<file path="src/rtl/ring_counter_n.sv">
// ============================================================================
// Module   : ring_counter_n
// Brief    : N-stage phase sequencer, one-hot ring or Johnson mode, with
//            direction, clear, checked parallel load, phase index and wrap.
// Revision : 1.0 - initial release
// ============================================================================
`default_nettype none

module ring_counter_n #(
  parameter int N  = 4,
  parameter int PW = $clog2(2*N)
) (
  input  logic          clk,
  input  logic          rst,
  input  logic          en,
  input  logic          dir,
  input  logic          mode,
  input  logic          clr,
  input  logic          load,
  input  logic [N-1:0]  load_val,
  output logic [N-1:0]  t,
  output logic [PW-1:0] phase,
  output logic          wrap,
  output logic          err
);

  localparam logic [N-1:0]  c_ring_start = N'(1);
  localparam logic [PW-1:0] c_last_ring  = PW'(N-1);
  localparam logic [PW-1:0] c_last_john  = PW'(2*N-1);
  localparam logic [PW:0]   c_two_n      = (PW+1)'(2*N);

  logic [N-1:0]  r_t;
  logic [PW-1:0] r_phase;
  logic          r_wrap;
  logic          r_err;
  logic          r_mode_q;

  logic [N-1:0]  w_t_nxt;
  logic [PW-1:0] w_ph_nxt;
  logic          w_wrap_nxt;
  logic          w_err_nxt;
  logic [N-1:0]  w_start_t;
  logic [N-1:0]  w_inv;
  logic [PW-1:0] w_pop;
  logic [PW-1:0] w_idx;
  logic          w_ring_ok;
  logic          w_john_ok;
  logic          w_load_ok;
  logic [PW-1:0] w_john_ph;
  logic [PW-1:0] w_load_ph;
  logic [PW-1:0] w_last;

  // Population count and highest set bit of the load pattern.
  always_comb begin
    w_pop = '0;
    w_idx = '0;
    for (int i = 0; i < N; i++) begin
      if (load_val[i]) begin
        w_pop = w_pop + PW'(1);
        w_idx = PW'(i);
      end
    end
  end

  // Johnson-legal patterns are a run of ones anchored at either end.
  assign w_inv     = ~load_val;
  assign w_ring_ok = (w_pop == PW'(1));
  assign w_john_ok = ((load_val & (load_val + N'(1))) == '0) ||
                     ((w_inv & (w_inv + N'(1))) == '0);
  assign w_john_ph = (load_val[0] || (load_val == '0)) ? w_pop :
                     PW'(c_two_n - {1'b0, w_pop});
  assign w_load_ok = mode ? w_john_ok : w_ring_ok;
  assign w_load_ph = mode ? w_john_ph : w_idx;
  assign w_start_t = mode ? '0 : c_ring_start;
  assign w_last    = r_mode_q ? c_last_john : c_last_ring;

  always_comb begin
    w_t_nxt    = r_t;
    w_ph_nxt   = r_phase;
    w_wrap_nxt = 1'b0;
    w_err_nxt  = 1'b0;
    if (clr) begin
      w_t_nxt  = w_start_t;
      w_ph_nxt = '0;
    end else if (load) begin
      if (w_load_ok) begin
        w_t_nxt  = load_val;
        w_ph_nxt = w_load_ph;
      end else begin
        w_t_nxt   = w_start_t;
        w_ph_nxt  = '0;
        w_err_nxt = 1'b1;
      end
    end else if (mode != r_mode_q) begin
      w_t_nxt  = w_start_t;
      w_ph_nxt = '0;
    end else if (en) begin
      if (!dir) begin
        w_t_nxt    = r_mode_q ? {r_t[N-2:0], ~r_t[N-1]} : {r_t[N-2:0], r_t[N-1]};
        w_wrap_nxt = (r_phase == w_last);
        w_ph_nxt   = w_wrap_nxt ? '0 : r_phase + PW'(1);
      end else begin
        w_t_nxt    = r_mode_q ? {~r_t[0], r_t[N-1:1]} : {r_t[0], r_t[N-1:1]};
        w_wrap_nxt = (r_phase == '0);
        w_ph_nxt   = w_wrap_nxt ? w_last : r_phase - PW'(1);
      end
    end
  end

  always_ff @(posedge clk or negedge rst) begin
    if (!rst) begin
      r_t      <= c_ring_start;
      r_phase  <= '0;
      r_wrap   <= 1'b0;
      r_err    <= 1'b0;
      r_mode_q <= 1'b0;
    end else begin
      r_t      <= w_t_nxt;
      r_phase  <= w_ph_nxt;
      r_wrap   <= w_wrap_nxt;
      r_err    <= w_err_nxt;
      r_mode_q <= mode;
    end
  end

  assign t     = r_t;
  assign phase = r_phase;
  assign wrap  = r_wrap;
  assign err   = r_err;

endmodule

`default_nettype wire

</file>
<file path="config.mk">
export PLATFORM = sky130hd
export DESIGN_NAME = ring_counter_n
export DESIGN_NICKNAME = d
export VERILOG_FILES = /design/src/rtl/ring_counter_n.sv
export SDC_FILE = /design/constraint.sdc
export NUM_CORES = 1
export LEC_CHECK = 0
export ABC_AREA = 1
export BUFFER_PORTS_ARGS = -buffer_cell sky130_fd_sc_hd__buf_2
export CAP_MARGIN = 20
export CORE_MARGIN = 2
export CORE_UTILIZATION = 58
export CTS_CLUSTER_SIZE = 14
export DETAILED_ROUTE_END_ITERATION = 16
export GPL_TIMING_DRIVEN = 0
export HOLD_SLACK_MARGIN = 0.1
export PLACE_DENSITY_LB_ADDON = 0.05
export SETUP_SLACK_MARGIN = 0.02
export SYNTH_ARGS = -nofsm -noshare
export SYNTH_HDL_FRONTEND = slang
export SYNTH_SLANG_ARGS = --single-unit
</file>
<file path="constraint.sdc">
create_clock -name clk -period 2.05 [get_ports clk]
set_input_delay 0.3075 -clock clk [delete_from_list [all_inputs] [get_ports clk]]
set_output_delay 0.3075 -clock clk [all_outputs]
set_load 0.1 [all_outputs]
</file>
==> metrics.cfg, run 1 <==
[status]
status = complete, no violations

[synthesis]
synth_top_family_by_area = simple AND/OR/NAND/NOR gates
ys_seq_area_frac = 0.228
yosys.area_share.xor_xnor = 0.0159
synth-edff-count = 0
ys.flop_type = dfrtp_1
muxShareOfSynthArea = 0
synthSimpleGateAreaFrac = 0.337
synth_nets = 189
yosysTopAreaCell = dfrtp_1
synth_compound_area_frac = 0.176
syn_avg_cell_area_um2 = 6.62
ys_types = 32
synth_fa_ha_area_frac = 0.125
yosys_register_bits = 10
synth-async-reset-ratio = 1.00
synth.most_common_cell = nand2_1
synthTopCellsByCount = nand2_1, inv_1, nand3_1
postSynthCellCount = 167
yosysWarnings = 0
syn-cell-area_um2 = 1100
ys_top_cells_by_area = dfrtp_1, nand2_1, ha_1
netlist.area_leader.share = 0.204

[pwr]
p_sw_w = 0.000311
ir_drop_uv = 631
p_sw_frac = 0.446
p_comb_frac = 0.480
seqPwrFrac = 0.320
cellPowerDensity_nw_per_um2 = 536
internal_power_w = 0.000387
clkPwrFrac = 0.199
p_leak_nw = 0.746

[global_routing]
grt.total_usage = 0.246
grt_pass1_vias = 971
grt_pass1_wl_mm = 3.98
grt_max_degree = 11
use_met1 = 0.336
busiest_layer = met2
antenna_found_initial = 0
use_met3 = 0.0604
use_met2 = 0.405
grt-ovfl-total = 0

[sta]
finalHoldViolCount = 0
relSlewSlack = 0.679
skew_ns = 0.00971
finalMaxSlewViolations = 0
fmax_mhz = 534
rsz0062_at_grt = yes
min_period_over_period = 0.913
hold_ws_ns = 0.231
worst_slew_pin_slew_ns = 0.485
setup_viol = 0
min_period_ns = 1.87

[placed_design]
dp_cells = 209
port_buffers = 17
hpwl_mm = 2.04
gp_congestion = 0.854
place_area_um2 = 1220

[critical_path]
reg2reg_slack_ns = 0.55
path_class = input port to register
crit_start = load_val[1]
critPathMaxFanout = 7
worstPathRequired_ns = 2.21
endpoint_kind = register
cpMostUsedCell = nand2_1
critPathSlowestCell = ha_4
worstPathCellList = buf_2, inv_2, ha_4, inv_1, nand2_1, nand2_1, xor2_2, buf_4, ha_1, nand3b_1, a21o_1, nand3_1, nand2_1, nand2_1, nand2_1
crit_path_start_kind = input port
worstRegToRegCells = 9
reg2reg_to = t[1]
cp_slowest_stage_delay_ns = 0.29
r2r-start = r_mode_q
crit_arrival_ns = 2.03

[die]
core-area_um2 = 1760
die_h_um = 47.6
start_util = 0.626
floorplan.rows = 15
die-area_um2 = 2270
die_x_um = 47.6
io_pins = 20

[cells_and_area]
finish.instance_area_um2 = 1310
diodes = 0
finalNonFillerCells = 217
register_area_um2 = 251
area_growth_pct = 18.1
drive_gt1_frac = 0.234
multi_input_area_um2 = 744
fin_nets = 215
nFillCells = 149

[detailed_routing]
wl_per_cell_um = 12.0
wl_mm = 2.60
drcViolationCount = 0
viasPerCell = 5.37
vias = 1166
drt_iter0_markers = 30
first_pass_iters = 4
detail-route-antenna-nets = 0

[worst_hold_path]
hold_start = clr
hold_path.class = input port to register
holdPathStages = 2
holdPathEnd = wrap

[run]
maxCapViolCount = 0

[clocking]
cts_made_buffers = 3
cts_tree = done
h-tree-depth = 1
cts_buffer_depth = 2
clock-sinks = 10
root_buffer = clkbuf_4
clkTransAtPathRegs_ns = 0.07
insertion_delay_ns = 0.26

power groups by stage:
stage               clock, W  sequential (W)  combinational, W
floorplan                  0        0.000315          0.000158
global placement           0        0.000227          0.000304
detailed placement         0        0.000227          0.000313
CTS                 0.000140        0.000224          0.000317
global route        0.000151        0.000226          0.000365
finish              0.000139        0.000224          0.000336
stage by stage:
stage | util | setup TNS (ns) | setup WS [ns] | power, W
global route | 0.740 | 0 | 0.00999 | 0.000742
CTS | 0.717 | 0 | 0.0545 | 0.000680
global placement | 0.692 | -1.15 | -0.266 | 0.000530
detailed placement | 0.692 | -1.82 | -0.334 | 0.000540
finish | 0.740 | 0 | 0.177 | 0.000699
floorplan | - | 0 | 0.0387 | 0.000473
repair_timing:
item                                    CTS  global route
endpoints found under the hold margin     9             0
hold buffers                              1             0
endpoints found under the setup margin    2             6
pin swaps                                 0             1
buffers inserted                          0             3
resized for setup                         2             4
critical path: cells and delay by family:
kind                     cells  cell delay, ns
buffers and inverters        4            0.42
AO/OA/AOI/OAI                1            0.16
XOR/XNOR                     1            0.17
adder cells (fa/ha/maj)      2            0.46
AND/OR/NAND/NOR              7            0.50
registers in the layout, indices dropped and copies added, names as in the netlist:
name / cells
t: 4
r_mode_q: 1
err: 1
phase: 3
wrap: 1
worst max-delay path by stage:
stage,endpoint,slack [ns],cells past startpoint
after floorplan,phase[2],0.04,8
after global placement,phase[1],-0.27,16
after detailed placement,phase[1],-0.33,16
after CTS,phase[1],0.05,16
after global routing,phase[1],0.01,16
final,phase[2],0.18,15
final cells by class:
cell class                      count  area share
Buffer                              3      0.0211
Clock buffer                        4      0.0201
Inverter                           27      0.0815
Multi-Input combinational cell    127       0.570
Sequential cell                    10       0.193
Tap cell                           25      0.0240
Timing Repair Buffer               21      0.0901
kinds of logic after synthesis:
| kind of cell | after synthesis |
|---|---|
| fa+ha+maj | 11 |
| xor+xnor | 2 |
| buf+inv | 30 |
| simple gates | 85 |
| compound gates | 29 |
| flops | 10 |
placed cells by master (no fill, tap or decap), types with 2 or more instances in the layout:
master    synthesis  final
o21ai_2           2      2
a31oi_1           3      3
nand2_1          52     52
inv_4             1      2
nor2_1            9      9
nand3_1          15     15
dfrtp_1           9      9
clkbuf_4          0      3
inv_1            24     22
a211oi_1          2      2
buf_4             1      4
inv_2             2      3
a21oi_1           5      5
o21ai_0           8      8
o211ai_1          2      2
buf_2             1     18
ha_1             11      9
a21o_1            2      2
nand2_2           2      2
nand3_2           2      2
routing by layer:
metal,share of wire,vias up,wire [um]
li1,-,588,-
met1,0.46,538,1210
met2,0.48,36,1240
met3,0.048,4,126
met4,0.0081,0,21
met5,0,-,0
(Power assumes the default switching activity.)
==> run 2: changes to the inputs <==
ABC_AREA = unset   (was 1)
CTS_BUF_LIST = sky130_fd_sc_hd__clkbuf_16   (was unset)
==> run 2 against run 1 <==
Net effect: routed wire length is 4.7% lower; hold slack got worse by 0.0026 ns; clock power is 150% higher; utilization grew 8.6 points; global-route usage increased by 0.56 points; cell area up 9.3%.
==> metrics.cfg, run 2 <==
[pwr]
cellPowerDensity_nw_per_um2 = 647  ; +21%
ir_drop_uv = 367  ; -42%
seqPwrFrac = 0.243  ; -0.077
clkPwrFrac = 0.373  ; +0.174
p_comb_frac = 0.384  ; -0.096
internal_power_w = 0.000605  ; +56%
p_sw_w = 0.000318  ; +2.0%
p_sw_frac = 0.344  ; -0.101
p_leak_nw = 0.609  ; -18%

[clocking]
root_buffer = clkbuf_16
cts_tree = done
cts_buffer_depth = 2  ; unchanged
h-tree-depth = 1  ; unchanged
cts_made_buffers = 3  ; unchanged
insertion_delay_ns = 0.23  ; -0.03 ns
clock-sinks = 10  ; unchanged
clkTransAtPathRegs_ns = 0.04  ; -0.03 ns

[synthesis]
synth.most_common_cell = ha_1
synthTopCellsByCount = ha_1, nor2_1, dfrtp_1, inv_1, o21ai_0
netlist.area_leader.share = 0.211  ; +0.00717
yosysWarnings = 0  ; unchanged
ys_seq_area_frac = 0.236  ; +0.00801
ys_types = 43  ; +34%
syn-cell-area_um2 = 1070  ; -3.4%
postSynthCellCount = 125  ; -25%
synth-async-reset-ratio = 1.00  ; unchanged
syn_avg_cell_area_um2 = 8.54  ; +29%
yosys_register_bits = 10  ; unchanged
synth-edff-count = 0  ; unchanged
yosysTopAreaCell = dfrtp_1
ys_top_cells_by_area = dfrtp_1, ha_1, a221o_2
synth_nets = 147  ; -22%
ys.flop_type = dfrtp_1

[global_routing]
grt_pass1_wl_mm = 3.95  ; -0.70%
antenna_found_initial = 0  ; unchanged
grt-ovfl-total = 0  ; unchanged
grt_max_degree = 16  ; +5
grt_pass1_vias = 961  ; -1.0%
grt.total_usage = 0.251  ; +0.00563

[die]
die_h_um = 46.9  ; -1.6%
floorplan.rows = 15  ; unchanged
start_util = 0.618  ; -0.00813
die_x_um = 46.9  ; -1.6%
die-area_um2 = 2200  ; -3.1%
core-area_um2 = 1730  ; -2.1%
io_pins = 20  ; unchanged

[status]
status = complete, no violations

[critical_path]
path_class = input port to register
endpoint_kind = register
critPathMaxFanout = 10  ; +3
crit_path_start_kind = input port
crit_arrival_ns = 2.10  ; +0.07 ns
worstPathRequired_ns = 2.16  ; -0.05 ns

[sta]
finalMaxSlewViolations = 0  ; unchanged
min_period_over_period = 0.969  ; +0.0557
skew_ns = 0.000598  ; -0.00911 ns
setup_viol = 0  ; unchanged
worst_slew_pin_slew_ns = 0.947  ; +0.462 ns
finalHoldViolCount = 0  ; unchanged
relSlewSlack = 0.363  ; -0.316
rsz0062_at_grt = no
hold_ws_ns = 0.228  ; -0.00260 ns
min_period_ns = 1.99  ; +0.114 ns
setup_slack_ns = 0.0633  ; -0.114 ns
fmax_mhz = 503  ; -5.7%

[placed_design]
gp_congestion = 0.807  ; -5.5%
hpwl_mm = 1.72  ; -16%
port_buffers = 18  ; +1
place_ws_ns = -0.397  ; -0.0630 ns
place_area_um2 = 1230  ; +0.41%

[cells_and_area]
fin_nets = 175  ; -19%
final_core_util = 0.826  ; +0.0864
area_growth_pct = 33.6
diodes = 0  ; unchanged
largest_register_ffs = 4  ; unchanged
final_cell_mix = buf_2, nor2_1, o21ai_0
nFillCells = 112  ; -25%
finish.instance_area_um2 = 1430  ; +9.3%
drive_gt1_frac = 0.362  ; +0.127
layout_commonest_cell = buf_2

[worst_hold_path]
hold_path.class = input port to register

[detailed_routing]
viasPerCell = 5.86  ; +9.1%
wl_per_cell_um = 14.0  ; +17%
drt_iter0_markers = 26  ; -13%
drcViolationCount = 0  ; unchanged
wl_mm = 2.48  ; -4.7%
first_pass_iters = 4  ; unchanged
detail-route-antenna-nets = 0  ; unchanged
vias = 1038  ; -11%

[run]
maxCapViolCount = 0  ; unchanged

run 2: area by class of cell:
cell class              instances  area, um2  area share
repair buffers                 25        165       0.116
multi-input cells              99        825       0.578
well taps                      25       31.3      0.0219
clock inverters                 1       3.75     0.00263
flip-flops and latches         10        254       0.178
plain buffers                   5       28.8      0.0202
clock buffers                   3       75.1      0.0526
inverters                       9       43.8      0.0307
run 2: power by group through the flow:
stage	Combinational (W)	Sequential (W)	Clock, W
detailed placement	0.000299	0.000227	0
global route	0.000383	0.000226	0.000359
finish	0.000354	0.000224	0.000344
CTS	0.000343	0.000224	0.000344
global placement	0.000293	0.000226	0
floorplan	0.000157	0.000304	0
run 2: final timing paths:
path                        startpoint        to  slack (ns)  cells after the start
min                               mode  r_mode_q        0.23                      1
max reg2reg                   r_mode_q  phase[1]        0.22                      4
min in group asynchronous          rst      t[1]        0.46                      2
max                        load_val[0]  phase[1]        0.06                     13
min reg2reg                       t[1]      t[1]        0.56                      1
max in group asynchronous          rst      t[0]        1.34                      2
run 2: cell families (layout without fill, tap and decap cells):
| group | count (synthesis) | after routing | share of synthesized area |
|---|---|---|---|
| AND/OR/NAND/NOR | 42 | 42 | 0.211 |
| AO/OA/AOI/OAI | 33 | 33 | 0.245 |
| buffers and inverters | 16 | 43 | 0.0656 |
| adder cells (fa/ha/maj) | 12 | 12 | 0.138 |
| flip-flops | 10 | 10 | 0.236 |
| XOR/XNOR | 8 | 8 | 0.0657 |
| multiplexers | 4 | 4 | 0.0387 |
run 2: per-layer routing:
layer  GRT usage  up-vias  routed length [um]
met5           0        -                   0
met4      0.0889        0                  31
met3      0.0115        5                  69
met2       0.463       26                1300
met1       0.308      496                1080
li1            -      511                   -
run 2: repair_timing:
action | in CTS | in global routing
hold endpoints to repair | 9 | 0
setup buffers | 6 | 0
hold buffers | 1 | 0
pin swaps | 5 | 5
resized for setup | 12 | 7
setup endpoints to repair | 6 | 6
run 2: metrics by stage:
step	setup TNS [ns]	power (W)	cells
floorplan	0	0.000462	125
detailed placement	-2.61	0.000526	168
global placement	-2.25	0.000519	168
CTS	0	0.000911	178
global route	0	0.000968	177
finish	0	0.000923	177
run 2: worst max-delay path, cell delays in order:
cell and delay, ns:
buf_8 0.11, inv_6 0.05, ha_4 0.17, mux2i_4 0.16, xor2_2 0.19, buf_4 0.13
buf_4 0.09, buf_4 0.09, buf_4 0.10, buf_4 0.10, a22oi_2 0.07, o32a_1 0.19
a221o_2 0.34
